===== config.mk =====
export PLATFORM = sky130hd
export DESIGN_NAME = lap_capture
export DESIGN_NICKNAME = d
export VERILOG_FILES = /design/src/rtl/lap_capture.sv
export SDC_FILE = /design/constraint.sdc
export NUM_CORES = 1
export LEC_CHECK = 0
export BUFFER_PORTS_ARGS = -buffer_cell sky130_fd_sc_hd__clkbuf_2
export CORE_ASPECT_RATIO = 1.75
export CORE_UTILIZATION = 40
export DETAILED_ROUTE_END_ITERATION = 16
export GPL_TIMING_DRIVEN = 0
export SYNTH_ARGS = -nofsm -noshare
export SYNTH_HDL_FRONTEND = slang
export SYNTH_SLANG_ARGS = --single-unit

===== constraint.sdc =====
create_clock -name clk -period 5.2 [get_ports clk]
set_input_delay 0.78 -clock clk [delete_from_list [all_inputs] [get_ports clk]]
set_output_delay 0.78 -clock clk [all_outputs]
set_load 0.02 [all_outputs]

===== src/rtl/lap_capture.sv =====
// Lap capture: samples the stopwatch count on each lap, computes the split since the
// previous accepted lap (modulo MAX+1) and queues {abs, split} in a small FWFT FIFO.
module lap_capture #(
  parameter int DATA_WIDTH = 16,
  parameter int MAX        = 99,
  parameter int DEPTH      = 4
) (
  input  logic                       clk,
  input  logic                       reset,
  input  logic                       clear,
  input  logic [DATA_WIDTH-1:0]      count,
  input  logic                       lap,
  input  logic                       lap_ready,
  output logic                       lap_valid,
  output logic [DATA_WIDTH-1:0]      lap_abs,
  output logic [DATA_WIDTH-1:0]      lap_split,
  output logic [$clog2(DEPTH+1)-1:0] level,
  output logic                       full,
  output logic                       overflow
);

  localparam int AW = $clog2(DEPTH);
  localparam int LW = $clog2(DEPTH + 1);
  localparam logic [LW-1:0]         LEVEL_FULL = LW'(DEPTH);
  localparam logic [DATA_WIDTH:0]   MODULUS    = (DATA_WIDTH + 1)'(MAX + 1);

  logic [DATA_WIDTH-1:0] abs_mem   [DEPTH];
  logic [DATA_WIDTH-1:0] split_mem [DEPTH];
  logic [AW-1:0]         rd_ptr;
  logic [AW-1:0]         wr_ptr;
  logic [DATA_WIDTH-1:0] prev;

  logic                  push;
  logic                  pop;
  logic [DATA_WIDTH:0]   split_x;
  logic [DATA_WIDTH-1:0] split;
  logic                  unused_split_msb;

  // Handshake: an entry transfers on any edge where lap_valid && lap_ready. lap_valid
  // is derived only from registered occupancy, never from lap_ready; the consumer may
  // hold lap_ready high indefinitely. The head entry is stable while it is not popped.
  assign lap_valid = (level != '0);
  assign full      = (level == LEVEL_FULL);
  assign lap_abs   = abs_mem[rd_ptr];
  assign lap_split = split_mem[rd_ptr];

  assign pop  = lap_valid && lap_ready;
  assign push = lap && (!full || pop);

  // Wide arithmetic so count + (MAX+1) cannot wrap before prev is subtracted.
  always_comb begin
    split_x = '0;
    if (count >= prev) begin
      split_x = {1'b0, count} - {1'b0, prev};
    end else begin
      split_x = {1'b0, count} + MODULUS - {1'b0, prev};
    end
  end

  assign split            = split_x[DATA_WIDTH-1:0];
  assign unused_split_msb = split_x[DATA_WIDTH];

  always_ff @(posedge clk) begin
    if (reset || clear) begin
      rd_ptr   <= '0;
      wr_ptr   <= '0;
      level    <= '0;
      prev     <= '0;
      overflow <= 1'b0;
      for (int i = 0; i < DEPTH; i++) begin
        abs_mem[i]   <= '0;
        split_mem[i] <= '0;
      end
    end else begin
      if (push) begin
        abs_mem[wr_ptr]   <= count;
        split_mem[wr_ptr] <= split;
        wr_ptr            <= wr_ptr + AW'(1);
        prev              <= count;
      end
      if (pop) begin
        rd_ptr <= rd_ptr + AW'(1);
      end
      if (push && !pop) begin
        level <= level + LW'(1);
      end else if (pop && !push) begin
        level <= level - LW'(1);
      end
      // A lap that could not be pushed was dropped; prev stays so the next split spans it.
      if (lap && !push) begin
        overflow <= 1'b1;
      end
    end
  end

endmodule


After elaboration in Yosys (flattened, before gate mapping)
Memories as Yosys holds them, arrays and structs flattened. A register that Yosys moved wholly into a read port is not among the register bits.
Cells that the tools add are included.
{"block": "totals", "in_bits": 21, "n_memories": 2, "ram_bits": 128, "output_inout_bits": 38, "regBits": 24, "wordCells": 48}
{"memory": "abs_mem", "depth": 4, "width": 16, "rd": 1, "rd_ports_with_merged_regs": 1, "write_ports": 4, "line_no": "27", "source": "logic [DATA_WIDTH-1:0] abs_mem [DEPTH];"}
{"memory": "split_mem", "depth": 4, "width": 16, "rd": 1, "rd_ports_with_merged_regs": 1, "write_ports": 4, "line_no": "28", "source": "logic [DATA_WIDTH-1:0] split_mem [DEPTH];"}
{"block": "classes", "mux": 18, "eq_ne": 1, "addsub": 7, "reduce_logical": 14, "order_cmp": 1}
{"operator": "$mux W16", "n": 3}
{"operator": "$reduce_or A16 Y1", "n": 2}
{"operator": "$sub A16 B16 Y16", "n": 2}
{"operator": "$add A16 B7 Y16 const B", "n": 1}
{"operator": "$ge A16 B16 Y1", "n": 1}
{"operator": "$mux W2", "n": 6}
{"operator": "$mux W1", "n": 7}
{"operator": "$mux W3", "n": 2}
{"operator": "$logic_and A1 B1 Y1", "n": 5}
{"operator": "$add A2 B1 Y2 const B", "n": 2}
{"operator": "$add A3 B1 Y3 const B", "n": 1}
{"operator": "$eq A3 B3 Y1 const B", "n": 1}
{"operator": "$logic_not A1 Y1", "n": 3}
{"operator": "$reduce_bool A3 Y1", "n": 1}
{"operator": "$sub A3 B1 Y3 const B", "n": 1}
{"operator": "$logic_or A1 B1 Y1", "n": 2}
{"operator": "$reduce_bool A2 Y1", "n": 1}

Depth between registers and ports, before layout
{"block": "depth", "ltp_word": 9, "depth_mapped": 11, "depth_no_buf": 11}

Worst setup path before layout
No wires, ideal clock.
{"block": "synth_path", "kind": "register to register", "start": "reg level[0]", "end": "mem abs_mem[1][0], enable pin", "n_path_buf": 1, "arrival_ps": 3538, "period_less_slack_ps": 4004, "setup_time_ps": 466, "t_required_ps": 4734, "path_slack_ps": 1196, "stages_incl_launch_ff": 7, "path_cell_list": "dfxtp_1 > nor3b_1 > nor2b_1 > nor2b_1 > clkbuf_2 > nand2_1 > o21ai_0"}
{"item": "from (decl)", "line_no": "17", "source": "output logic [$clog2(DEPTH+1)-1:0] level,"}
{"item": "from (signal assigned)", "line_no": "85", "source": "level <= level + LW'(1);"}
{"item": "from (signal assigned)", "line_no": "87", "source": "level <= level - LW'(1);"}
{"item": "to (decl)", "line_no": "27"}

==> run_results.csv <==
group,metric,value,unit
clock_tree,clock-sinks,154,
synthesis,syn_nets,762,
place,postPlaceCellArea,8900,µm²
critical_path,arrival,4.04,ns
synthesis,yosysTopAreaCell,"edfxtp_1",
power_and_ir_drop,switching_power,0.000873,W
route,dr.max_layer_used,"met4",
route,postRouteWirelength,22.3,mm
place,io_buffers,58,
route,dr.pass1.iters,4,
global_route,grt_antenna_before_repair,0,
sta,finalHoldViolCount,0,
clock_tree,cts_buffer_depth,2,
synthesis,synth_area_per_cell,11.8,µm²
critical_path,worstPathRequired,5.46,ns
synthesis,synth_commonest_cells,"128 x edfxtp_1, 89 x nor2_1, 68 x nand2_1",
clock_tree,cts_setup_buffers,0,
clock_tree,cts_resized,0,
critical_path,crit_fanout,7,
worst_hold_path,hold_class,"flip-flop to flip-flop",
global_route,grt_usage,22.7,%
synthesis,syn-instance-count,697,
flow_run,cap_viol_max_count,0,
route,drc,0,
critical_path,path_cells,"clkbuf_2, inv_1, ha_1, fa_1, nor2b_1, o31a_1, nor3_1, o21a_1, a2111oi_0, o21ai_0, a21oi_1",
floorplanning,num_rows,68,
synthesis,ys.flop_type,"edfxtp_1",
clock_tree,ctsHoldBuffers,0,
synthesis,netlist_top_cells_area,"edfxtp_1 47%, mux4_2 8.8%, dfxtp_1 6.4%",
route,vias,5690,
floorplanning,start_util,41.2,%
power_and_ir_drop,power_density,345,nW/µm²
global_route,gr-total-overflow,0,
route,ant_nets,0,
sta,finalMaxSlewViolations,0,
power_and_ir_drop,p_sw_share,26.6,%
power_and_ir_drop,irDropWorstVdd,0.000194,V
sta,min_period_over_period,72.6,%
sta,fmax,265,MHz
synthesis,async_flop_share,0,%
sta,slew_headroom,6.31,%
critical_path,worstSetupPathType,"primary input to flip-flop",
clock_tree,ctsHtreeMaxLevel,4,
finish,nets,843,
place,dp_hpwl,16.9,mm
synthesis,yosys_warnings,0,
synthesis,yosysMostFrequentCell,"edfxtp_1",
route,met2_length,12.6,mm
power_and_ir_drop,p_seq_share,43.6,%
global_route,grt_max_degree,23,
sta,worst_pin_slew,1.39,ns
critical_path,crit_slowest_cell,"a2111oi_0",
finish,diodes,0,
sta,setup_viol,0,
finish,drive_gt1_share,19.2,%
place,place.gp.congestion,0.920,
critical_path,crit_path_max_incr_delay,0.97,ns
sta,clock_skew,0.0107,ns
power_and_ir_drop,p_clk_share,39.3,%
clock_tree,clk_pin_slew,0.06,ns
critical_path,crit_path_start_kind,"primary input",
clock_tree,clk_latency,0.42,ns
floorplanning,fp.dieW,110,µm
global_route,grt_pass1_wl,33.5,mm
clock_tree,cts_root_buf,"clkbuf_16",
synthesis,syn-cell-area,8190,µm²
floorplanning,core_area,19900,µm²
route,first_iter_violations,275,
critical_path,critical_path.endpoint_type,"flip-flop",
finish,multi_input_area,3500,µm²
finish,fillers,1838,
floorplanning,die_h,191,µm
finish,register_area,4360,µm²
floorplanning,die_area,21100,µm²
finish,finalInstanceArea,9500,µm²
route,avgViaCountPerCell,5.50,
power_and_ir_drop,p_comb_share,17.1,%
power_and_ir_drop,p_int,0.00240,W
finish,fin_util,47.7,%
synthesis,ys_seq_area_share,53.3,%
power_and_ir_drop,p_leak,3.87,nW
synthesis,synth-edff-count,128,
sta,rsz0062_at_grt,"no",
floorplanning,pin_count,59,
outcome,status,"completed",
clock_tree,cts_tree,"built",
synthesis,synth_top_area_share,46.9,%
clock_tree,cts_buffers,17,
route,wl_met3,744,µm
global_route,grt_pass1_vias,5986,
route,drt-met1-wl,7.71,mm
route,wire_per_inst,21.5,µm
sta,min_period,3.78,ns
synthesis,ys_ff_latch,154,
finish,synthToLayoutAreaGrowth,16.0,%
synthesis,yosysUniqueCellTypes,57,
==> sequential cells by signal, indices dropped and copies added (netlist names), named ones only <==
register and flops:
abs_mem 64, split_mem 64, prev 16, level 3, rd_ptr 2, wr_ptr 2, overflow 1
==> layout make-up <==
cell class | count | share of cell area [%]
inverters | 57 | 2.25
clock buffers | 19 | 4.56
clock inverters | 12 | 1.82
repair buffers | 62 | 3.90
well taps | 245 | 3.23
multi-input cells | 454 | 36.8
plain buffers | 32 | 1.49
flip-flops and latches | 154 | 45.9
==> cell usage in the layout (no fill, tap or decap), types with 5 or more instances in the layout <==
master,instances
edfxtp_1,128
nor2_1,89
nand2_1,66
clkbuf_2,59
inv_1,57
mux4_2,32
ha_1,32
dfxtp_1,26
nor3_1,24
a211oi_1,23
a21oi_1,21
clkbuf_1,19
clkbuf_16,17
o21ai_0,16
nand3_1,14
xnor2_1,13
xor2_1,13
and2_1,12
fa_1,12
a31oi_1,10
nor3b_1,7
nor2b_1,7
buf_2,7
or3_1,5
nand2b_1,5
==> power groups by stage <==
| stage | Combinational (W) | Clock [W] | Sequential (W) |
|---|---|---|---|
| floorplan | 0.000375 | 0 | 0.00145 |
| global placement | 0.000544 | 0 | 0.00145 |
| detailed placement | 0.000564 | 0 | 0.00146 |
| CTS | 0.000567 | 0.00130 | 0.00143 |
| global route | 0.000606 | 0.00135 | 0.00143 |
| finish | 0.000561 | 0.00129 | 0.00143 |
==> metrics by stage <==
step | hold WS, ns | power [W] | setup TNS (ns) | setup WS (ns) | instances
5_1_grt | 0.461 | 0.00339 | 0 | 1.08 | 1035
4_1_cts | 0.444 | 0.00330 | 0 | 1.43 | 1035
2_1_floorplan | 0.422 | 0.00183 | 0 | 1.20 | 697
3_5_place_dp | 0.434 | 0.00202 | 0 | 1.00 | 1004
3_3_place_gp | 0.436 | 0.00200 | -69.32 | -1.09 | 1000
6_report | 0.440 | 0.00328 | 0 | 1.42 | 1035
==> per-layer routing <==
metal / up-vias / track usage (%)
met2: 147 / 43.0
met4: 0 / 13.8
li1: 2672 / -
met3: 49 / 3.24
met5: - / 0
met1: 2822 / 22.5
==> logic make-up (layout without fill, tap and decap cells) <==
family | count (synthesis) | after routing | share of synthesized area [%]
xor+xnor | 28 | 28 | 3.18
fa+ha+maj | 44 | 44 | 7.82
mux | 37 | 37 | 9.44
buf+inv | 89 | 182 | 4.34
compound gates | 99 | 99 | 8.35
flops | 154 | 154 | 53.3
simple gates | 246 | 246 | 13.6
==> path summary, 6_finish.rpt <==
check	start	endpoint	slack (ns)	depth (start not counted)
min reg2reg	prev[8]	prev[8]	0.44	2
min	prev[8]	prev[8]	0.44	2
max	count[0]	split_mem[1][7]	1.42	11
max reg2reg	prev[0]	split_mem[1][7]	1.62	9
==> worst max-delay path, delay by kind of cell <==
| family | cells | cell delay, ns |
|---|---|---|
| compound gates | 5 | 2.13 |
| simple gates | 2 | 0.31 |
| fa+ha+maj | 2 | 0.67 |
| buf+inv | 2 | 0.14 |
No activity file was read; power rests on OpenSTA's default activity.
